## src/rtl/spi_target_pkg.sv

```systemverilog
// Shared types and constants for the SPI target: FSM state encoding and byte type.
package spi_target_pkg;

  typedef enum logic [1:0] {
    StIdle,
    StLoad,
    StShift
  } spi_target_state_e;

  localparam int unsigned SpiFrameBits = 8;

  typedef logic [7:0] spi_byte_t;

endpackage

```

## src/rtl/spi_target_fifo.sv

```systemverilog
// Synchronous FIFO with valid/ready on both sides and an occupancy output.
// A push is accepted while full if a pop happens in the same cycle.
module spi_target_fifo #(
  parameter int unsigned Depth = 8,
  parameter int unsigned Width = 8
) (
  input  logic                    clk_i,
  input  logic                    rst_i,
  input  logic [Width-1:0]        in_data_i,
  input  logic                    in_valid_i,
  output logic                    in_ready_o,
  output logic [Width-1:0]        out_data_o,
  output logic                    out_valid_o,
  input  logic                    out_ready_i,
  output logic [$clog2(Depth):0]  level_o
);

  localparam int unsigned AW = $clog2(Depth);

  logic [Width-1:0] mem_q [Depth];
  logic [AW-1:0]    wr_ptr_q, rd_ptr_q;
  logic [AW:0]      count_q;
  logic             push, pop;

  assign out_valid_o = (count_q != '0);
  assign pop         = out_valid_o && out_ready_i;
  assign in_ready_o  = (count_q != (AW+1)'(Depth)) || pop;
  assign push        = in_valid_i && in_ready_o;
  assign out_data_o  = mem_q[rd_ptr_q];
  assign level_o     = count_q;

  always_ff @(posedge clk_i or posedge rst_i) begin
    if (rst_i) begin
      wr_ptr_q <= '0;
      rd_ptr_q <= '0;
      count_q  <= '0;
    end else begin
      if (push) wr_ptr_q <= wr_ptr_q + 1'b1;
      if (pop)  rd_ptr_q <= rd_ptr_q + 1'b1;
      unique case ({push, pop})
        2'b10:   count_q <= count_q + 1'b1;
        2'b01:   count_q <= count_q - 1'b1;
        default: count_q <= count_q;
      endcase
    end
  end

  always_ff @(posedge clk_i) begin
    if (push) mem_q[wr_ptr_q] <= in_data_i;
  end

endmodule

```

## src/rtl/spi_target.sv

```systemverilog
// SPI mode-0 target with oversampled pins and TX/RX byte FIFOs.
// Optional macro SPI_TARGET_LSB_FIRST_EN adds lsb_first_i for per-byte LSB-first shifting.
module spi_target
  import spi_target_pkg::*;
#(
  parameter int unsigned FifoDepth  = 8,
  parameter spi_byte_t   TxIdleByte = 8'hFF
) (
  input  logic                        clk_i,
  input  logic                        rst_i,
  input  logic                        spi_sck_i,
  input  logic                        spi_cs_ni,
  input  logic                        spi_copi_i,
  output logic                        spi_cipo_o,
  output logic                        spi_cipo_en_o,
  input  logic [7:0]                  tx_data_i,
  input  logic                        tx_valid_i,
  output logic                        tx_ready_o,
  output logic [7:0]                  rx_data_o,
  output logic                        rx_valid_o,
  input  logic                        rx_ready_i,
`ifdef SPI_TARGET_LSB_FIRST_EN
  input  logic                        lsb_first_i,
`endif
  output logic [$clog2(FifoDepth):0]  tx_level_o,
  output logic [$clog2(FifoDepth):0]  rx_level_o,
  output logic                        busy_o,
  output logic                        rx_overflow_o,
  output logic                        tx_underflow_o,
  output logic                        frame_abort_o
);

  // [0] and [1] are the synchroniser, [2] is the edge-detect delay
  logic [2:0] sck_q, cs_q;
  logic [1:0] copi_q;
  logic       sck_rise, sck_fall, cs_rise, cs_fall;
  logic [1:0] warm_q;
  logic       armed_q;

  spi_target_state_e state_q, state_d;
  logic [3:0] bit_cnt_q, bit_cnt_d;
  spi_byte_t  rx_shift_q, rx_shift_d;
  spi_byte_t  tx_shift_q, tx_shift_d;
  spi_byte_t  rx_byte_q, rx_byte_d;
  logic       rx_push_q, rx_push_d;
  logic       cipo_q, cipo_d;
  logic       lsb_q, lsb_d;
  logic       lsb_sel, do_load;

  logic       tx_out_valid, tx_pop, rx_in_ready;
  spi_byte_t  tx_out_data, load_byte;

`ifdef SPI_TARGET_LSB_FIRST_EN
  assign lsb_sel = lsb_first_i;
`else
  assign lsb_sel = 1'b0;
`endif

  assign sck_rise = sck_q[1] & ~sck_q[2];
  assign sck_fall = ~sck_q[1] & sck_q[2];
  assign cs_rise  = cs_q[1] & ~cs_q[2];
  assign cs_fall  = ~cs_q[1] & cs_q[2];

  always_ff @(posedge clk_i or posedge rst_i) begin
    if (rst_i) begin
      sck_q   <= '0;
      cs_q    <= '1;
      copi_q  <= '0;
      warm_q  <= '0;
      armed_q <= 1'b0;
    end else begin
      sck_q  <= {sck_q[1:0], spi_sck_i};
      cs_q   <= {cs_q[1:0], spi_cs_ni};
      copi_q <= {copi_q[0], spi_copi_i};
      if (warm_q != 2'd3) warm_q <= warm_q + 2'd1;
      // The CS reset value fakes a fall if the pin is low; wait for a genuine high level
      armed_q <= armed_q | ((warm_q == 2'd3) && cs_q[1]);
    end
  end

  always_ff @(posedge clk_i or posedge rst_i) begin
    if (rst_i) begin
      state_q    <= StIdle;
      bit_cnt_q  <= '0;
      rx_shift_q <= '0;
      tx_shift_q <= '0;
      rx_byte_q  <= '0;
      rx_push_q  <= 1'b0;
      cipo_q     <= 1'b0;
      lsb_q      <= 1'b0;
    end else begin
      state_q    <= state_d;
      bit_cnt_q  <= bit_cnt_d;
      rx_shift_q <= rx_shift_d;
      tx_shift_q <= tx_shift_d;
      rx_byte_q  <= rx_byte_d;
      rx_push_q  <= rx_push_d;
      cipo_q     <= cipo_d;
      lsb_q      <= lsb_d;
    end
  end

  assign load_byte = tx_out_valid ? tx_out_data : TxIdleByte;

  always_comb begin
    state_d       = state_q;
    bit_cnt_d     = bit_cnt_q;
    rx_shift_d    = rx_shift_q;
    tx_shift_d    = tx_shift_q;
    rx_byte_d     = rx_byte_q;
    rx_push_d     = 1'b0;
    cipo_d        = cipo_q;
    lsb_d         = lsb_q;
    do_load       = 1'b0;
    frame_abort_o = 1'b0;
    if (cs_rise) begin
      state_d       = StIdle;
      bit_cnt_d     = '0;
      frame_abort_o = (state_q == StShift) && (bit_cnt_q != '0) &&
                      (bit_cnt_q < 4'(SpiFrameBits));
    end else begin
      unique case (state_q)
        StIdle: if (cs_fall && armed_q) state_d = StLoad;
        StLoad: begin
          do_load = 1'b1;
          state_d = StShift;
        end
        StShift: begin
          if (sck_rise && (bit_cnt_q < 4'(SpiFrameBits))) begin
            rx_shift_d = lsb_q ? {copi_q[1], rx_shift_q[7:1]} : {rx_shift_q[6:0], copi_q[1]};
            bit_cnt_d  = bit_cnt_q + 4'd1;
            if (bit_cnt_q == 4'(SpiFrameBits - 1)) begin
              rx_push_d = 1'b1;
              rx_byte_d = rx_shift_d;
            end
          end else if (sck_fall) begin
            if (bit_cnt_q == 4'(SpiFrameBits)) begin
              do_load = 1'b1;
            end else if (bit_cnt_q != '0) begin
              cipo_d     = lsb_q ? tx_shift_q[0] : tx_shift_q[7];
              tx_shift_d = lsb_q ? {1'b0, tx_shift_q[7:1]} : {tx_shift_q[6:0], 1'b0};
            end
          end
        end
        default: state_d = StIdle;
      endcase
    end
    if (do_load) begin
      lsb_d      = lsb_sel;
      cipo_d     = lsb_sel ? load_byte[0] : load_byte[7];
      tx_shift_d = lsb_sel ? {1'b0, load_byte[7:1]} : {load_byte[6:0], 1'b0};
      bit_cnt_d  = '0;
    end
  end

  assign tx_pop         = do_load && tx_out_valid;
  assign tx_underflow_o = do_load && !tx_out_valid;
  assign rx_overflow_o  = rx_push_q && !rx_in_ready;
  assign busy_o         = ~cs_q[1];
  assign spi_cipo_en_o  = busy_o;
  assign spi_cipo_o     = cipo_q;

  spi_target_fifo #(
    .Depth (FifoDepth),
    .Width (8)
  ) u_tx_fifo (
    .clk_i       (clk_i),
    .rst_i       (rst_i),
    .in_data_i   (tx_data_i),
    .in_valid_i  (tx_valid_i),
    .in_ready_o  (tx_ready_o),
    .out_data_o  (tx_out_data),
    .out_valid_o (tx_out_valid),
    .out_ready_i (tx_pop),
    .level_o     (tx_level_o)
  );

  spi_target_fifo #(
    .Depth (FifoDepth),
    .Width (8)
  ) u_rx_fifo (
    .clk_i       (clk_i),
    .rst_i       (rst_i),
    .in_data_i   (rx_byte_q),
    .in_valid_i  (rx_push_q),
    .in_ready_o  (rx_in_ready),
    .out_data_o  (rx_data_o),
    .out_valid_o (rx_valid_o),
    .out_ready_i (rx_ready_i),
    .level_o     (rx_level_o)
  );

endmodule

```

## config.mk

```make
export PLATFORM = sky130hd
export DESIGN_NAME = spi_target
export DESIGN_NICKNAME = d
export VERILOG_FILES = /design/src/rtl/spi_target_pkg.sv /design/src/rtl/spi_target_fifo.sv /design/src/rtl/spi_target.sv
export SDC_FILE = /design/constraint.sdc
export NUM_CORES = 1
export LEC_CHECK = 0
export CORE_ASPECT_RATIO = 1.1
export CORE_UTILIZATION = 39
export DETAILED_ROUTE_END_ITERATION = 10
export HOLD_SLACK_MARGIN = 0.08
export MAX_ROUTING_LAYER = met4
export PLACE_DENSITY_LB_ADDON = 0.08
export SETUP_SLACK_MARGIN = 0.1
export SYNTH_ARGS = -nofsm -noshare
export SYNTH_HDL_FRONTEND = slang
export SYNTH_SLANG_ARGS = --single-unit
```

## constraint.sdc

```tcl
create_clock -name clk_i -period 3.25 [get_ports clk_i]
set_input_delay 0.325 -clock clk_i [delete_from_list [all_inputs] [get_ports clk_i]]
set_output_delay 0.325 -clock clk_i [all_outputs]
set_load 0.02 [all_outputs]
```

Word-level counts from Yosys, hierarchy flattened. Memory sizes are Yosys's and may differ from the RTL's. Index checks and enable logic that the tools add are counted.

Bits in registers: 62. Word-level logic and storage cells: 128. Output and inout port bits: 24. Memories: 2. Memory bits (writable): 128.

Memories: u_rx_fifo.mem_q (depth 8, bits a word 8, rd ports 1, clocked after memory_dff 0, write ports 1, line spi_target_fifo.sv:20) `logic [Width-1:0] mem_q [Depth];`; u_tx_fifo.mem_q (depth 8, bits a word 8, rd ports 1, clocked after memory_dff 0, write ports 1, line spi_target_fifo.sv:20).

$lt $le $gt $ge: 1. Multiplexer cells: 38. Add/sub/neg operators: 10. Bitwise gates (word level): 10. Reduce and logical (&&, ||, !) cells: 32. Equality and inequality tests: 17.

Operators with widths (number): $mux 8 (8); $mux 1 (20); $mux 4 (4); $pmux 4 s2 (2); $add 3x1->3 const B (4); $add 4x1->4 const B (3); $logic_and 1x1->1 (12); $reduce_bool 4->1 (3); $reduce_bool 2->1 (5); $eq 2x2->1 const B (4); $ne 2x2->1 const B (4); $ne 4x4->1 const B (2); $sub 4x1->4 const B (2); $eq 2x1->1 const B (3); $pmux 2 s3 (1); $reduce_and 6->1 (1); $reduce_bool 3->1 (2); $not 1->1 (5); $and 1x1->1 (4); $eq 4x3->1 const B (1); $eq 4x4->1 const B (1); $lt 4x4->1 const B (1); $mux 2 (2); $reduce_and 2->1 (2); 10 further kinds (12).

Logic depth before layout (Yosys ltp). Gate-level depths: netlist of the first run.

Depth in word-level cells: 12. Depth in mapped cells: 13.

Modules after synthesis. Synthesis of the first run repeated with hierarchy kept, for this count alone.

Cells, all modules: 467. Area, all modules: 8089.0 µm².

By module, submodules not included: spi_target_fifo (area each 3125.5 µm², cells each 163, instances 2); spi_target (area each 1838.0 µm², cells each 141, instances 1).

Worst setup path after synthesis of the first run. Ideal clock, no wire load.

Path kind: reg-to-reg. From: register u_rx_fifo.count_q[0] (netlist: u_rx_fifo.level_o[0]). To: register u_rx_fifo.count_q[3] (netlist: u_rx_fifo.level_o[3]). Period minus slack after synthesis: 2.633 ns. Data arrival time: 2.501 ns. Required time: 3.118 ns. Path buffers: 0. Setup slack: 0.617 ns. Setup time: 0.132 ns. Stages on the path, launching flop included: 11. Path through: dfrtp_1 > or4_1 > nand2_1 > inv_2 > ha_1 > ha_1 > a21o_1 > a21oi_1 > xnor2_1 > nor2_1 > xor2_1.

Longest elaborated chain between the ends: 6.

RTL lines: from (decl) (line spi_target_fifo.sv:22) `logic [AW:0] count_q;`; from (signal assigned) (line spi_target_fifo.sv:41) `2'b10: count_q <= count_q + 1'b1;`; from (signal assigned) (line spi_target_fifo.sv:42) `2'b01: count_q <= count_q - 1'b1;`; from (signal assigned) (line spi_target_fifo.sv:43) `default: count_q <= count_q;`; $reduce_bool 4->1 * (line spi_target_fifo.sv:25) `assign out_valid_o = (count_q != '0);`; net rx_valid_o (line spi_target.sv:20) `output logic rx_valid_o,`; $logic_and 1x1->1 * (line spi_target_fifo.sv:26) `assign pop = out_valid_o && out_ready_i;`; net u_rx_fifo.pop (line spi_target_fifo.sv:23) `logic push, pop;`; $logic_or 1x1->1 (line spi_target_fifo.sv:27) `assign in_ready_o = (count_q != (AW+1)'(Depth)) || pop;`; $logic_and 1x1->1 (line spi_target_fifo.sv:28) `assign push = in_valid_i && in_ready_o;`; $eq 2x1->1 / $eq 2x2->1 (equally long branches) (line spi_target_fifo.sv:40) `unique case ({push, pop})`; $pmux 4 s2 / $reduce_bool 2->1 (equally long branches).

Mark *: on every way through the listed nets, which the timed path passes. The rest lies on a longest branch. A chain may end at the register's enable or synchronous reset.

Final worst setup path of the first run.
From: register state_q[0]. To: output tx_ready_o.

Longest elaborated chain between the ends: 6.

RTL lines: from (decl) (line spi_target.sv:40) `spi_target_state_e state_q, state_d;`; from (signal assigned) (line spi_target.sv:83) `state_q <= StIdle;`; from (signal assigned) (line spi_target.sv:92) `state_q <= state_d;`; $eq 2x2->1 / $eq 2x1->1 (equally long branches) (line spi_target.sv:122) `unique case (state_q)`; $pmux 1 s2 * (line spi_target.sv:122); $mux 1 * (line spi_target.sv:116) `if (cs_rise) begin`; $logic_and 1x1->1 * (line spi_target.sv:156) `assign tx_pop = do_load && tx_out_valid;`; $logic_and 1x1->1 * (line spi_target_fifo.sv:26); $logic_or 1x1->1 * (line spi_target_fifo.sv:27); to (decl) (line spi_target.sv:18) `output logic tx_ready_o,`.

Mark *: on every way between the ends. The rest lies on a longest branch, timed or not.

==> impl_metrics.tcl, run 1 <==
set metrics [dict create \
    start_util 0.397 \
    grt_pass1_wl_um 22700 \
    ys_seq_area_frac 0.684 \
    via_per_inst 4.99 \
    fin_area_um2 9190 \
    min_period_ps 2950 \
    dp.cells 746 \
    final.setup.worst_slack_ps 295 \
    hold_path_class "in2async" \
    grt_pass1_vias 4092 \
    skew_ps 8.08 \
    die_width_um 137 \
    yosys_warnings 0 \
    grt_max_degree 32 \
    clock_path_buffers 2 \
    dr.pass1.iters 4 \
    drtIter0Drc 242 \
    io_buffers 38 \
    ir_drop_v 0.000409 \
    crit_arrival_ps 2630 \
    drt_wl_total_um 14000 \
    syn_area_um2 7860 \
    critical_path.startpoint "state_q[0]" \
    ctsHtreeMaxLevel 4 \
    worstMarginPinSlew_ps 863 \
    clock-sinks 189 \
    async_reset_ff_frac 0.323 \
    synth_fp_nets 482 \
    multi_input_area_um2 2300 \
    r2r_end "u_tx_fifo.level_o[3]" \
    status "completed" \
    synthCells 450 \
    dp_slack_ps 456 \
    num_vias 3898 \
    max_cap_viol_count 0 \
    criticalPathCategory "reg2out" \
    synth_seq_cells 189 \
    antenna_found_initial 0 \
    period_share 0.909 \
    gr-total-overflow 0 \
    fillerInstances 1743 \
    synthFlopType "edfxtp_1" \
    core_um2 19800 \
    reg2reg_depth 14 \
    drive_gt1_frac 0.219 \
    post-dp-hpwl_um 9120 \
    synthToLayoutAreaGrowth_pct 17.0 \
    total_power_mw 7.03 \
    gp_congestion 0.738 \
    worstPathRequired_ps 2920 \
    wl_per_cell_um 17.9 \
    cp-end-kind "output port" \
    relSlewSlack 0.425 \
    setup_tns_ps 0 \
    boundaryPins 39 \
    cts_made_buffers 17 \
    rsz0062_at_grt "false" \
    final_nets 548 \
    die-height_um 151 \
    seq_area_um2 5370 \
    cp-start-kind "register" \
    hold_viol 0 \
    critPathMaxFanout 6 \
    ant_nets 0 \
    synth_edf_count 128 \
    power.density_nw_per_um2 764 \
    power.leakage_nw 3.36 \
    finalMaxSlewViolations 0 \
    worstSkewPairLatency_ps 430 \
    setup_violations 0 \
    grtUsageTotal 0.156 \
    num_antenna_cells 0 \
    fmax_mhz 338 \
    rows 54 \
    path_clk_slew_ps 70 \
    r2r_start "state_q[0]" \
    cts_hold_buffers 0 \
    dieArea_um2 20700 \
    r2r_setup_slack_ps 460 \
    endpoint "tx_ready_o" \
    cts_tree "built" \
    yosysUniqueCellTypes 57 \
    dpl_cell_area_um2 8600 \
    clockRootBuffer "clkbuf_16" \
    stdcell_count 781 \
    drc 0 \
    synth.avg_cell_area_um2 17.5 \
]
==> critical path, stage by stage (launching register included) <==
cell,delay [ps]
dfrtp_1,360
inv_1,80
ha_1,350
nand4b_1,180
o21ai_4,240
and2_2,240
nand3b_1,150
clkdlybuf4s50_1,610
==> cells in the mapped netlist, types with 2 or more instances <==
library cell,number,share of area
edfxtp_1,128,0.49
dfrtp_1,58,0.18
nand2_1,29,0.014
mux4_2,23,0.066
inv_1,19,0.0091
mux2_1,17,0.024
mux2_2,17,0.024
ha_1,15,0.024
nor2_1,15,0.0072
xnor2_1,14,0.016
nor3_1,11,0.0070
mux4_1,9,0.030
o21ai_1,8,0.0051
o22ai_1,7,0.0056
a21oi_1,6,0.0038
nand2b_1,5,0.0040
nand3b_1,5,0.0048
buf_2,4,0.0025
buf_4,4,0.0038
nor4_1,4,0.0032
xor2_1,4,0.0045
a21o_1,3,0.0029
buf_6,3,0.0043
dfstp_2,3,0.010
a22o_1,2,0.0022
and2_1,2,0.0016
buf_1,2,0.00096
fa_1,2,0.0051
nand4b_1,2,0.0022
nor4b_2,2,0.0038
==> registers in the layout, summed over array words and instances, names as in the netlist, 2 cells and up <==
signal	cells
tx_shift_q	7
rx_byte_q	8
u_tx_fifo.mem_q	64
u_rx_fifo.level_o	4
u_rx_fifo.mem_q	64
copi_q	2
state_q	2
u_tx_fifo.rd_ptr_q	3
u_tx_fifo.wr_ptr_q	3
sck_q	3
u_tx_fifo.level_o	4
warm_q	2
cs_q	3
u_rx_fifo.wr_ptr_q	3
bit_cnt_q	4
rx_shift_q	7
u_rx_fifo.rd_ptr_q	3
==> per-stage QoR <==
step,hold slack [ps],util
finish,308,0.464
global route,307,0.464
CTS,298,0.463
detailed placement,341,0.434
global placement,333,0.434
floorplan,329,-
==> final cells by class <==
cell class,count,area share
clock inverters,14,0.0144
multi-input cells,225,0.250
inverters,20,0.00817
repair buffers,63,0.0618
clock buffers,18,0.0467
flip-flops and latches,189,0.585
well taps,252,0.0343
==> timing repair <==
action,in CTS,in global routing
buffers inserted,0,3
endpoints found under the setup margin,0,1
gates resized for setup,0,2
==> kinds of logic (layout without fill, tap and decap cells) <==
family                     after synthesis  count (layout)  synth area share
buffers and inverters                   36             115            0.0248
adders and majority gates               17              17            0.0290
DFF                                    189             189             0.684
and+or+nand+nor                         88              88            0.0645
muxes                                   68              68             0.148
xor gates and xnor gates                18              18            0.0201
AOI/OAI and AO/OA                       34              34            0.0301
==> how the worst min path moves through the flow <==
stage | endpoint | slack [ps] | cells after the start
2_1_floorplan | cs_q[0] | 330 | 0
3_5_place_dp | sck_q[1] | 340 | 0
5_1_grt | cs_q[0] | 310 | 1
3_3_place_gp | sck_q[1] | 330 | 0
4_1_cts | cs_q[0] | 300 | 1
6_report | bit_cnt_q[3] | 310 | 2
==> where the power goes <==
group	switching [mW]	internal, mW	total (mW)	leakage [nW]
clock network	0.915	1.07	1.98	0.270
logic	0.916	0.941	1.86	1.16
registers	0.306	2.88	3.19	1.93
==> cells in the final DEF (no fill, tap or decap), types with 6 or more instances in the layout <==
cell type and n:
o22ai_1 7, buf_4 25, o21ai_1 8, inv_1 18, clkdlybuf4s50_1 38, xnor2_1 14
mux4_2 23, dfrtp_1 58, clkbuf_16 17, mux2_2 17, nand2_1 29, mux2_1 17
mux4_1 9, edfxtp_1 128, nor3_1 11, nor2_1 15, ha_1 15, a21oi_1 6
==> per-layer routing <==
metal,vias up,part of all wire,global-route usage
met2,41,0.52,0.256
met3,19,0.021,0.0291
met5,-,0,-
li1,1847,-,-
met1,1991,0.44,0.191
met4,0,0.018,0.0643
No activity file was read; power rests on OpenSTA's default activity.
==> run 2, diff against run 1 <==
- CORE_UTILIZATION: 39 -> 60
==> impl_metrics.tcl, run 2 (same netlist as run 1, synthesis figures left out) <==
set metrics [dict create \
    final_cell_mix "128 x edfxtp_1, 58 x dfrtp_1, 38 x clkdlybuf4s50_1, 29 x nand2_1, 23 x mux4_2" \
    drive_gt1_frac 0.217 \
    wl_per_cell_um 19.0 \
    synthToLayoutAreaGrowth_pct 15.5 \
    critPathBufInv 2 \
    crit_arrival_ps 2670 \
    dr.pass1.iters 7 \
    setup_violations 0 \
    min_period_ps 3000 \
    clock-sinks 189 \
    reg.largest.list "u_rx_fifo.mem_q: 64 flops, u_tx_fifo.mem_q: 64 flops, rx_byte_q: 8 flops" \
    period_share 0.922 \
    cts_hold_buffers 0 \
    grt_pass1_vias 4043 \
    gr-total-overflow 0 \
    num_antenna_cells 0 \
    power.leakage_nw 3.35 \
    status "finished, violations left" \
    die-height_um 122 \
    relSlewSlack 0.338 \
    rsz0062_at_grt "false" \
    start_util 0.619 \
    num_vias 3961 \
    via_per_inst 5.80 \
    grtUsageTotal 0.216 \
    drc 4 \
    die_width_um 111 \
    antenna_found_initial 0 \
    rows 43 \
    dieArea_um2 13600 \
    max_cap_viol_count 0 \
    criticalPathCategory "reg2out" \
    total_power_mw 7.04 \
    grt_max_degree 62 \
    critPathMaxFanout 6 \
    finalMaxSlewViolations 0 \
    crit_chain "inv_1 > ha_1 > nand3b_1 > o21ai_4 > and2_1 > nand3b_1 > clkdlybuf4s50_1" \
    core_um2 12700 \
    gp_congestion 0.785 \
    setup_tns_ps 0 \
    skew_ps 8.15 \
    clockRootBuffer "clkbuf_16" \
    worstMarginPinSlew_ps 991 \
    slowest_delay_ps 610 \
    fmax_mhz 334 \
    slowest_stage "clkdlybuf4s50_1" \
    boundaryPins 39 \
    cts_tree "built" \
    crit_family "buffers and inverters" \
    ctsHtreeMaxLevel 4 \
    hold_path_class "in2reg" \
    power.density_nw_per_um2 775 \
    io_buffers 38 \
    grt_pass1_wl_um 20900 \
    post-dp-hpwl_um 8600 \
    crit_top_cell "nand3b_1" \
    final_common_cell "edfxtp_1" \
    failed_checks "design-rule violations" \
    ant_nets 0 \
    cts_made_buffers 17 \
    worstPathRequired_ps 2920 \
    drtIter0Drc 275 \
    hold_viol 0 \
    clock_path_buffers 2 \
    drt_wl_total_um 13000 \
    cp-start-kind "register" \
    cp-end-kind "output port" \
    path_clk_slew_ps 70 \
    final_nets 545 \
    ir_drop_v 0.000511 \
    worstSkewPairLatency_ps 430 \
]
run 2: changes by cell type in the layout (fill, tap and decap cells not counted), sizes merged:
cell | before | now
buf | 25 | 22
clkbuf | 18 | 17
clkinv | 6 | 7
clkinvlp | 2 | 3
inv | 25 | 24
run 2: path summary, 6_finish.rpt:
kind                            start               endpoint  slack (ps)  cells past startpoint
setup / recovery           state_q[0]             tx_ready_o         250                      7
hold / removal              spi_cs_ni                cs_q[0]         300                      1
setup reg to reg           state_q[0]   u_tx_fifo.level_o[3]         470                     14
hold reg to reg              sck_q[0]               sck_q[1]         360                      0
max in group asynchronous       rst_i  u_rx_fifo.wr_ptr_q[2]        2330                      3
min in group asynchronous       rst_i           rx_byte_q[3]         420                      3
run 2: what timing repair did:
item,in CTS,in global routing
setup buffers,0,3
pin swaps,1,2
gates resized for setup,1,0
setup endpoints to repair,2,2
run 2: layout make-up:
cell class / instances / area, um^2
Multi-Input combinational cell: 225 / 2300
Clock buffer: 17 / 425
Timing Repair Buffer: 60 / 546
Clock inverter: 15 / 161
Fill cell: 843 / 3620
Inverter: 20 / 75.1
Tap cell: 157 / 196
Sequential cell: 189 / 5370
run 2: where the power goes:
part	internal [mW]	leakage, nW	switching [mW]
sequential	2.88	1.93	0.304
combinational	0.933	1.14	0.904
clock	1.08	0.279	0.932
total	4.90	3.35	2.14
run 2: per-layer routing:
metal  GRT usage  wire, um
met5           -         0
met3      0.0507       401
met4      0.0709       165
met2       0.368      7030
met1       0.257      5380
run 2: worst reg2reg max path: cells and delay by family, from the launching register on:
kind	cells	cell delay (ps)
buf+inv	3	350
compound gates	4	720
fa+ha+maj	2	450
xor+xnor	1	160
flops	1	390
simple gates	4	660
run 2: stage by stage:
stage	cell area (um^2)	util	setup WS, ps	std cells	hold WS, ps
2_1_floorplan	7860	-	617	450	329
3_3_place_gp	8460	0.666	524	648	335
3_5_place_dp	8460	0.666	396	648	344
4_1_cts	9050	0.713	101	680	290
5_1_grt	9070	0.715	99.8	683	290
6_report	9070	0.715	252	683	300
==> run 3, diff against run 2 <==
- CORE_UTILIZATION: 60 -> 54
- clock period: 3.25 -> 2.7 ns (I/O delays scaled with it)
==> impl_metrics.tcl, run 3 (same netlist as run 1, synthesis figures left out) <==
set metrics [dict create \
    clock-sinks 189 \
    reg.largest.list "u_rx_fifo.mem_q: 64 flops, u_tx_fifo.mem_q: 64 flops, rx_byte_q: 8 flops" \
    cts_tree "built" \
    via_per_inst 5.49 \
    grt_max_degree 62 \
    dieArea_um2 15000 \
    start_util 0.561 \
    post-dp-hpwl_um 8690 \
    worstMarginPinSlew_ps 777 \
    crit_top_cell "ha_1" \
    cp-end-kind "register" \
    post_cts_buffers 0 \
    clockRootBuffer "clkbuf_16" \
    setup_tns_ps 0 \
    max_cap_viol_count 0 \
    period_share 0.901 \
    dr.pass1.iters 4 \
    antenna_found_initial 0 \
    num_vias 3944 \
    final_common_cell "edfxtp_1" \
    worstPathRequired_ps 3010 \
    fmax_mhz 411 \
    skew_ps 8.08 \
    power.leakage_nw 3.41 \
    ctsResizeCount 11 \
    setup_violations 0 \
    synthToLayoutAreaGrowth_pct 17.5 \
    r2r_setup_slack_ps 270 \
    ant_nets 0 \
    drt_wl_total_um 12800 \
    relSlewSlack 0.482 \
    slowest_stage "or4_4" \
    gr-total-overflow 0 \
    reg2reg_depth 10 \
    dp_slack_ps 182 \
    num_antenna_cells 0 \
    min_from "spi_cs_ni" \
    hold_path_class "in2reg" \
    rows 45 \
    criticalPathCategory "reg2reg" \
    die_width_um 117 \
    grtUsageTotal 0.199 \
    holdPathEnd "cs_q[0]" \
    die-height_um 129 \
    boundaryPins 39 \
    crit_chain "or4_4 > nand2_1 > inv_2 > ha_1 > ha_1 > a21o_1 > a21oi_1 > xnor2_1 > nor2_1 > xor2_1" \
    min_path_cells 1 \
    gp_congestion 0.779 \
    cts_made_buffers 17 \
    critPathMaxFanout 5 \
    final_cell_mix "128 x edfxtp_1, 57 x dfrtp_1, 29 x nand2_1, 27 x clkdlybuf4s50_1, 26 x buf_4" \
    r2r_end "u_rx_fifo.level_o[3]" \
    ir_drop_v 0.000544 \
    io_buffers 38 \
    status "completed" \
    hold_viol 0 \
    grt_pass1_vias 4041 \
    drc 0 \
    crit_arrival_ps 2740 \
    power.density_nw_per_um2 943 \
    worstSkewPairLatency_ps 430 \
    finalMaxSlewViolations 0 \
    fillerInstances 983 \
    core_um2 14000 \
    min_period_ps 2430 \
    path_clk_slew_ps 70 \
    final_nets 550 \
    grt_pass1_wl_um 20900 \
    ctsHtreeMaxLevel 4 \
    clock_path_buffers 2 \
    crit_family "simple AND/OR/NAND/NOR gates" \
    cp-start-kind "register" \
    r2r_start "u_rx_fifo.level_o[1]" \
    cts_hold_buffers 0 \
    wl_per_cell_um 17.8 \
    critical_path.startpoint "u_rx_fifo.level_o[1]" \
    rsz0062_at_grt "true" \
    drtIter0Drc 207 \
    final.setup.worst_slack_ps 267 \
    critPathBufInv 1 \
    slowest_delay_ps 530 \
    drive_gt1_frac 0.235 \
]
==> run 3: cell count changes in the layout (fill, tap and decap cells not counted), moves of 2 or more <==
cell,change
clkdlybuf4s50_1,-11
clkinvlp_4,-3
clkinv_2,-2
bufinv_16,+2
clkinv_8,-2
dlygate4sd2_1,+9
buf_4,+4
clkbuf_16,+2
ha_1,-2
inv_6,+2
==> run 3: cell type report <==
| cell class | count | area, um^2 | share of cell area |
|---|---|---|---|
| clock inverter | 11 | 163 | 0.0176 |
| multi-input combinational | 225 | 2310 | 0.250 |
| timing repair buffer | 65 | 582 | 0.0630 |
| sequential | 189 | 5380 | 0.582 |
| inverter | 20 | 75.1 | 0.00813 |
| tap | 188 | 235 | 0.0255 |
| clock buffer | 21 | 493 | 0.0534 |
==> run 3: worst max-delay path by stage <==
stage,endpoint,slack (ps),cells after the start
final,u_rx_fifo.level_o[3],270,10
after global routing,u_tx_fifo.level_o[3],40,13
after CTS,tx_ready_o,110,8
after detailed placement,u_tx_fifo.level_o[3],180,13
after global placement,u_tx_fifo.level_o[3],250,13
after floorplan,u_tx_fifo.mem_q[0][0],80,7
==> run 3: through the flow <==
stage               hold slack, ps  utilization  std cells  instance area (um^2)  total power [mW]
floorplan                      274            -        450                  7860              5.44
detailed placement             343        0.612        687                  8570              6.10
global route                   251        0.659        719                  9240              9.14
finish                         259        0.659        719                  9240              8.71
CTS                            253        0.657        719                  9220              8.77
global placement               336        0.612        687                  8570              6.03
==> run 3: where the power goes <==
part           switching (mW)  internal, mW  leakage (nW)  total [mW]
logic                    1.05          1.14          1.19        2.19
clock network            1.07          1.62         0.321        2.69
registers               0.361          3.47          1.89        3.83
total                    2.48          6.23          3.41        8.71
==> run 3: routing by layer <==
metal | wire length (um) | share of wire | track usage
met5 | 0 | 0 | -
met4 | 269 | 0.021 | 0.0804
met1 | 5350 | 0.42 | 0.230
met2 | 6830 | 0.53 | 0.338
met3 | 324 | 0.025 | 0.0424
